### src/rtl/usb_token_decoder.sv
// Receive-side USB token decoder: deserializes PID/ADDR/ENDP from the de-stuffed
// LSB-first bit stream, validates PID and CRC5, and strobes the result.
module usb_token_decoder #(
  parameter logic [4:0] CRC5_RESIDUAL = 5'b01100,
  parameter int         FIELD_BITS    = 16
) (
  input  logic       clk,
  input  logic       rst_b,
  input  logic       bIn,
  input  logic       bInValid,
  input  logic       pktStart,
  input  logic       pktEnd,
  output logic [3:0] pid,
  output logic [6:0] addr,
  output logic [3:0] endp,
  output logic       pktValid,
  output logic       crcErr,
  output logic       pidErr,
  output logic       lenErr,
  output logic       busy
);

  // state      | meaning
  // S_IDLE     | waiting for a bit qualified by pktStart
  // S_PID      | shifting in the 8 PID bits
  // S_FIELD    | shifting ADDR/ENDP/CRC5 into the field register and CRC
  // S_WAIT_EOP | all field bits received, expecting pktEnd
  // S_DISCARD  | bad packet, swallow bits until pktEnd
  typedef enum logic [2:0] {
    S_IDLE,
    S_PID,
    S_FIELD,
    S_WAIT_EOP,
    S_DISCARD
  } state_t;

  localparam logic [4:0] LAST_PID_CNT   = 5'd7;
  localparam logic [4:0] LAST_FIELD_CNT = 5'(FIELD_BITS - 1);

  state_t                  state_q;
  logic [4:0]              cnt_q;
  logic [7:0]              pid_sr_q;
  logic [FIELD_BITS-1:0]   field_q;
  logic [4:0]              crc_q;
  logic [3:0]              pid_q;
  logic [6:0]              addr_q;
  logic [3:0]              endp_q;
  logic                    pkt_valid_q;
  logic                    crc_err_q;
  logic                    pid_err_q;
  logic                    len_err_q;

  logic [7:0]              pid_sr_d;
  logic [FIELD_BITS-1:0]   field_d;
  logic [4:0]              crc_d;
  logic                    pid_ok;
  logic                    restart;

  assign pid_sr_d = {bIn, pid_sr_q[7:1]};
  assign field_d  = {bIn, field_q[FIELD_BITS-1:1]};
  assign crc_d    = {crc_q[3:0], 1'b0} ^ ((bIn ^ crc_q[4]) ? 5'b00101 : 5'b00000);
  // The four token PIDs (0001, 1001, 0101, 1101) are exactly those with low bits 01.
  assign pid_ok   = (pid_sr_d[7:4] == ~pid_sr_d[3:0]) && (pid_sr_d[1:0] == 2'b01);
  assign restart  = bInValid && pktStart && (state_q != S_IDLE);

  always_ff @(posedge clk or negedge rst_b) begin
    if (!rst_b) begin
      state_q     <= S_IDLE;
      cnt_q       <= '0;
      pid_sr_q    <= '0;
      field_q     <= '0;
      crc_q       <= 5'b11111;
      pid_q       <= '0;
      addr_q      <= '0;
      endp_q      <= '0;
      pkt_valid_q <= 1'b0;
      crc_err_q   <= 1'b0;
      pid_err_q   <= 1'b0;
      len_err_q   <= 1'b0;
    end else begin
      pkt_valid_q <= 1'b0;
      crc_err_q   <= 1'b0;
      pid_err_q   <= 1'b0;
      len_err_q   <= 1'b0;
      if (restart) begin
        // A new packet start aborts whatever was in flight; its bit is PID[0].
        len_err_q <= 1'b1;
        pid_sr_q  <= pid_sr_d;
        cnt_q     <= 5'd1;
        state_q   <= S_PID;
      end else begin
        case (state_q)
          S_IDLE: begin
            if (bInValid && pktStart) begin
              pid_sr_q <= pid_sr_d;
              cnt_q    <= 5'd1;
              state_q  <= S_PID;
            end
          end
          S_PID: begin
            if (pktEnd) begin
              len_err_q <= 1'b1;
              state_q   <= S_IDLE;
            end else if (bInValid) begin
              pid_sr_q <= pid_sr_d;
              if (cnt_q == LAST_PID_CNT) begin
                if (pid_ok) begin
                  cnt_q   <= '0;
                  crc_q   <= 5'b11111;
                  state_q <= S_FIELD;
                end else begin
                  pid_err_q <= 1'b1;
                  state_q   <= S_DISCARD;
                end
              end else begin
                cnt_q <= cnt_q + 5'd1;
              end
            end
          end
          S_FIELD: begin
            if (pktEnd) begin
              len_err_q <= 1'b1;
              state_q   <= S_IDLE;
            end else if (bInValid) begin
              field_q <= field_d;
              crc_q   <= crc_d;
              cnt_q   <= cnt_q + 5'd1;
              if (cnt_q == LAST_FIELD_CNT) begin
                state_q <= S_WAIT_EOP;
              end
            end
          end
          S_WAIT_EOP: begin
            if (pktEnd) begin
              if (crc_q == CRC5_RESIDUAL) begin
                pkt_valid_q <= 1'b1;
                pid_q       <= pid_sr_q[3:0];
                addr_q      <= field_q[6:0];
                endp_q      <= field_q[10:7];
              end else begin
                crc_err_q <= 1'b1;
              end
              state_q <= S_IDLE;
            end else if (bInValid) begin
              len_err_q <= 1'b1;
              state_q   <= S_DISCARD;
            end
          end
          S_DISCARD: begin
            if (pktEnd) begin
              state_q <= S_IDLE;
            end
          end
          default: state_q <= S_IDLE;
        endcase
      end
    end
  end

  assign pid      = pid_q;
  assign addr     = addr_q;
  assign endp     = endp_q;
  assign pktValid = pkt_valid_q;
  assign crcErr   = crc_err_q;
  assign pidErr   = pid_err_q;
  assign lenErr   = len_err_q;
  assign busy     = (state_q != S_IDLE);

endmodule

### config.mk
export PLATFORM = sky130hd
export DESIGN_NAME = usb_token_decoder
export DESIGN_NICKNAME = d
export VERILOG_FILES = /design/src/rtl/usb_token_decoder.sv
export SDC_FILE = /design/constraint.sdc
export NUM_CORES = 1
export LEC_CHECK = 0
export ABC_CLOCK_PERIOD_IN_PS = 3370
export CELL_PAD_IN_SITES_DETAIL_PLACEMENT = 0
export CELL_PAD_IN_SITES_GLOBAL_PLACEMENT = 2
export CORE_UTILIZATION = 42
export DETAILED_ROUTE_END_ITERATION = 10
export HOLD_SLACK_MARGIN = 0.05
export PLACE_DENSITY = 0.93
export SYNTH_ARGS = -nofsm -noshare
export SYNTH_HDL_FRONTEND = slang
export SYNTH_SLANG_ARGS = --single-unit
### constraint.sdc
create_clock -name clk -period 3.37 [get_ports clk]
set_input_delay 0.674 -clock clk [delete_from_list [all_inputs] [get_ports clk]]
set_output_delay 0.674 -clock clk [all_outputs]
set_load 0.005 [all_outputs]
# After elaboration in Yosys (flattened, before gate mapping)
# Cells that the tools add are included.
[word_totals]
reg_bits = 56
latchBits = 0
ramBits = 0
romBits = 0
inputBits = 6
output_inout_bits = 20
word_cells = 114
n_memories = 0
[classes]
addsub = 1
multipliers = 0
div = 0
magnitude_cmp = 0
eq_ne = 27
n_shift = 0
n_mux = 54
n_bitwise = 5
reduce_logical = 15
[op_table]
columns = ["op", "count"]
rows = [
  ["two-way mux 5 bit", 14],
  ["two-way mux 3 bit", 13],
  ["two-way mux 8 bit", 4],
  ["!= test 4 bit (second input constant)", 6],
  ["two-way mux 1 bit", 18],
  ["!= test 3 bit (second input constant)", 6],
  ["one-hot mux 8 bit (2 select lines)", 1],
  ["one-hot mux 3 bit (5 select lines)", 1],
  ["one-hot mux 5 bit (3 select lines)", 1],
  ["AND reduction 7 bit", 2],
  ["!= test 2 bit (second input constant)", 6],
  ["AND reduction 4 bit", 3],
  ["equality test 5 x 4 -> 1 bit (second input constant)", 2],
  ["one-hot mux 5 bit (2 select lines)", 1],
  ["AND reduction 8 bit", 1],
  ["equality test 3 x 2 -> 1 bit (second input constant)", 2],
  ["nonzero test 3 bit", 2],
  ["adder 5 x 1 -> 5 bit (second input constant)", 1],
  ["equality test 5 x 3 -> 1 bit (second input constant)", 1],
  ["XOR 5 x 3 -> 5 bit", 1],
  ["equality test 4 bit", 1],
  ["inverter 4 bit", 1],
  ["nonzero test 4 bit", 1],
  ["equality test 3 x 1 -> 1 bit (second input constant)", 1],
  ["other kinds (9)", 12],
]

# Logic depth before layout (Yosys ltp)
[logic_depth]
depth_word = 9
mapped_depth = 7

# Worst setup path before layout
# No wires, ideal clock.
[synth_path]
kind = "input port to flip-flop"
start = "input port pktEnd"
end = "register addr_q[0] (netlist: addr[0])"
setup_ns = 0.125
arrival_ns = 1.793
t_required_ns = 3.245
slack_ns = 1.453
stages = 6
path_cell_list = "clkbuf_1 nand4_1 nand2b_1 buf_2 buf_4 mux2_2"
[synth_via]
elab_chain_cells = 1
[synth_lines]
columns = ["element", "line", "text"]
rows = [
  ["start, declared", "12", "input logic pktEnd,"],
  ["AND reduction 4 bit (no source line)", "n/a", ""],
  ["end signal, assigned", "138", "addr_q <= field_q[6:0];"],
  ["end, declared", "46", "logic [6:0] addr_q;"],
]
# Every way passes these cells.
# A chain may end at the register's enable or synchronous reset.

# Worst setup path after layout
[layout_path]
start = "register state_q[0]"
end = "output port busy"
[layout_via]
elab_chain_cells = 1
[layout_lines]
columns = ["element", "line", "text"]
rows = [
  ["start, declared", "40", "state_t state_q;"],
  ["start signal, assigned", "68", "state_q <= S_IDLE;"],
  ["start signal, assigned", "90", "state_q <= S_PID;"],
  ["start signal, assigned", "97", "state_q <= S_PID;"],
  ["nonzero test 3 bit", "167", "assign busy = (state_q != S_IDLE);"],
  ["end, declared", "20", "output logic busy"],
]
# Every way passes these cells.

==> impl_metrics.py <==
metrics = {
    "power_and_ir_drop": {
        "vdd_drop_max_uv": 283,
        "powerDensity_mw_per_mm2": 454,
        "p_leak_nw": 1.40,
    },
    "grt": {
        "globalRouteMet3Util_pct": 3.30,
        "use_met2_pct": 25.1,
        "antenna_found_initial": 0,
        "grt-ovfl-total": 0,
        "first_global_vias": 1607,
        "top_usage_layer": "met2",
        "grt_pass1_wl_um": 8020,
        "grt_max_degree": 37,
        "grt_use_met1_pct": 23.4,
        "track_usage_pct": 16.3,
    },
    "route": {
        "vias_per_cell": 5.40,
        "firstDrtPassIters": 5,
        "ant_nets": 0,
        "drt_wl_total_um": 4740,
        "drt_iter0_drc": 77,
        "routedWlPerCell_um": 15.8,
        "drc": 0,
        "dr_total_vias": 1626,
    },
    "setup_path": {
        "worstPathMaxFanout": 17,
        "crit_required_ps": 2700,
        "path_buf_inv": 1,
        "cpPeakStageDelay_ps": 570,
        "slowest_stage": "dfrtp_1",
        "ff2ff_path_depth": 5,
        "cp.depth": 2,
        "path_class": "flip-flop to output pin",
        "endpoint_kind": "output pin",
        "crit_path_cell_trace": "or3_1 -> clkdlybuf4s50_1",
        "cp.arrival_ps": 1820,
        "cp-start-kind": "flip-flop",
        "cp_top_family": "flip-flops",
    },
    "outcome": {
        "status": "finished clean",
    },
    "floorplanning": {
        "rows": 28,
        "die_w_um": 80.7,
        "fp.coreArea_sq_mm": 0.00596,
        "start_util_pct": 43.7,
        "fp.dieH_um": 80.7,
        "io_pins": 26,
        "design.die.area_sq_mm": 0.00651,
    },
    "placed_design": {
        "dp_slack_ps": 740,
        "dp_hpwl_um": 3260,
        "portBuffers": 25,
        "dp.cells": 293,
        "gp_congestion": 0.718,
    },
    "yosys": {
        "yosysMostFrequentCell": "dfrtp_1",
        "synth_top_area_share_pct": 49.0,
        "synth_area_leaders": "dfrtp_1, mux2_2, mux2_4",
        "synthTopCellsByCount": "dfrtp_1, mux2_2, mux2_4",
        "yosysWarnings": 0,
        "syn_nets": 206,
        "yosysTopAreaCell": "dfrtp_1",
        "async_flop_share_pct": 100,
        "dominantRegCellSynth": "dfrtp_1",
        "ys_seq_area_share_pct": 54.1,
        "syn-cell-area_sq_mm": 0.00260,
        "ys_types": 54,
        "synth-edff-count": 0,
        "syn_avg_cell_area_sq_um": 13.1,
        "synth_cells": 198,
        "ys_ff_latch": 56,
    },
    "clock_tree": {
        "clockBufferDepth": 2,
        "clk_pin_slew_ps": 100,
        "cts_tree": "built",
        "post_cts_resized": 0,
        "cts.sinks": 56,
        "clk_latency_ps": 300,
        "postCtsHoldBufs": 0,
        "post-cts-setup-buffers": 0,
        "h-tree-depth": 2,
        "cts_buffers": 5,
        "cts_root_buf": "clkbuf_8",
    },
    "timing": {
        "timing.final.crit_share_pct": 73.9,
        "slew_violations": 0,
        "max_slew.worst_pin.slew_ps": 792,
        "max_slew_margin_pct": 47.2,
        "finClkSkew_ps": 6.92,
        "rsz0062_at_grt": "no",
        "hold_viol_final": 0,
        "layout_min_cycle_time_ps": 2490,
        "tns_ps": 0,
        "clock.fmax_mhz": 402,
        "setup-violations-final": 0,
        "worst_slack_ps": 880,
    },
    "finish": {
        "nets": 233,
        "drive_gt1_share_pct": 27.9,
        "syn2layout_area_growth_pct": 16.2,
        "post-route-util_pct": 50.8,
        "fillers": 530,
        "n_antenna_cell": 0,
        "final_cells": 301,
    },
    "run": {
        "max_cap_viol_count": 0,
    },
    "hold_path": {
        "hold_class": "primary input to asynchronous set/reset pin",
    },
}
-- sequential cells by signal (all words and copies together), names as in the netlist --
name / flops
cnt_q: 5
pid_sr_q: 8
field_q: 16
endp: 4
pktValid: 1
pidErr: 1
state_q: 3
pid: 4
crcErr: 1
crc_q: 5
lenErr: 1
addr: 7
-- report_power, final --
group / switching, W / total (W) / internal, W
combinational: 0.0000740 / 0.000159 / 0.0000852
sequential: 0.0000504 / 0.000776 / 0.000726
clock: 0.000213 / 0.000437 / 0.000225
total: 0.000337 / 0.00137 / 0.00104
-- cells by family after synthesis --
family                   after synthesis  share of synthesized area [%]
XOR/XNOR                               5                           1.68
buffers and inverters                 16                           3.46
adder cells (fa/ha/maj)                2                          0.961
AO/OA/AOI/OAI                         32                           9.09
multiplexers                          41                           19.9
flip-flops                            56                           54.1
AND/OR/NAND/NOR                       46                           10.9
-- per-layer routing --
| layer | up-vias | part of all wire [%] |
|---|---|---|
| met4 | 0 | 1.1 |
| met3 | 6 | 2.2 |
| li1 | 777 | - |
| met5 | - | 0 |
| met2 | 23 | 45 |
| met1 | 820 | 52 |
-- layout make-up --
| cell class | instances | area [sq um] | area share, % |
|---|---|---|---|
| Sequential cell | 56 | 1410 | 46.6 |
| Multi-Input combinational cell | 126 | 1100 | 36.5 |
| Timing Repair Buffer | 30 | 283 | 9.35 |
| Tap cell | 75 | 93.8 | 3.10 |
| Clock buffer | 6 | 72.6 | 2.40 |
| Clock inverter | 2 | 38.8 | 1.28 |
| Inverter | 6 | 22.5 | 0.745 |
-- through the flow --
stage	hold WS (ps)	instance area, sq um	power [W]
floorplan	378	2600	0.000890
global placement	486	2910	0.000946
detailed placement	491	2910	0.000952
CTS	463	3020	0.00139
global route	502	3020	0.00145
finish	438	3020	0.00137
-- worst paths after layout --
path,from,to,slack (ps)
min reg2reg,addr[3],addr[3],510
min,rst_b,cnt_q[4],440
max,state_q[0],busy,880
max reg2reg,state_q[0],cnt_q[1],1310
max in group asynchronous,rst_b,crc_q[0],1960
min in group clk,addr[3],addr[3],510
-- cell usage in the layout, fill, tap and decap left out, types with 4 or more instances in the layout --
master	synthesis	final
nor2_1	8	8
o22a_1	5	5
buf_4	1	5
o21ai_0	5	5
clkdlybuf4s50_1	0	24
dfrtp_1	51	51
a21oi_1	4	4
mux2_4	15	15
dfstp_2	5	5
mux2_2	24	24
nand2_1	7	7
clkbuf_8	0	5
inv_1	6	6
nand3_1	4	4
-- worst register-to-register path, stage by stage, from the launching register on --
cell,delay [ps]
dfrtp_1,660
nor3b_1,380
o311ai_1,190
buf_4,180
o21a_1,220
mux2_1,320
Power figures use the tool's default switching activity.
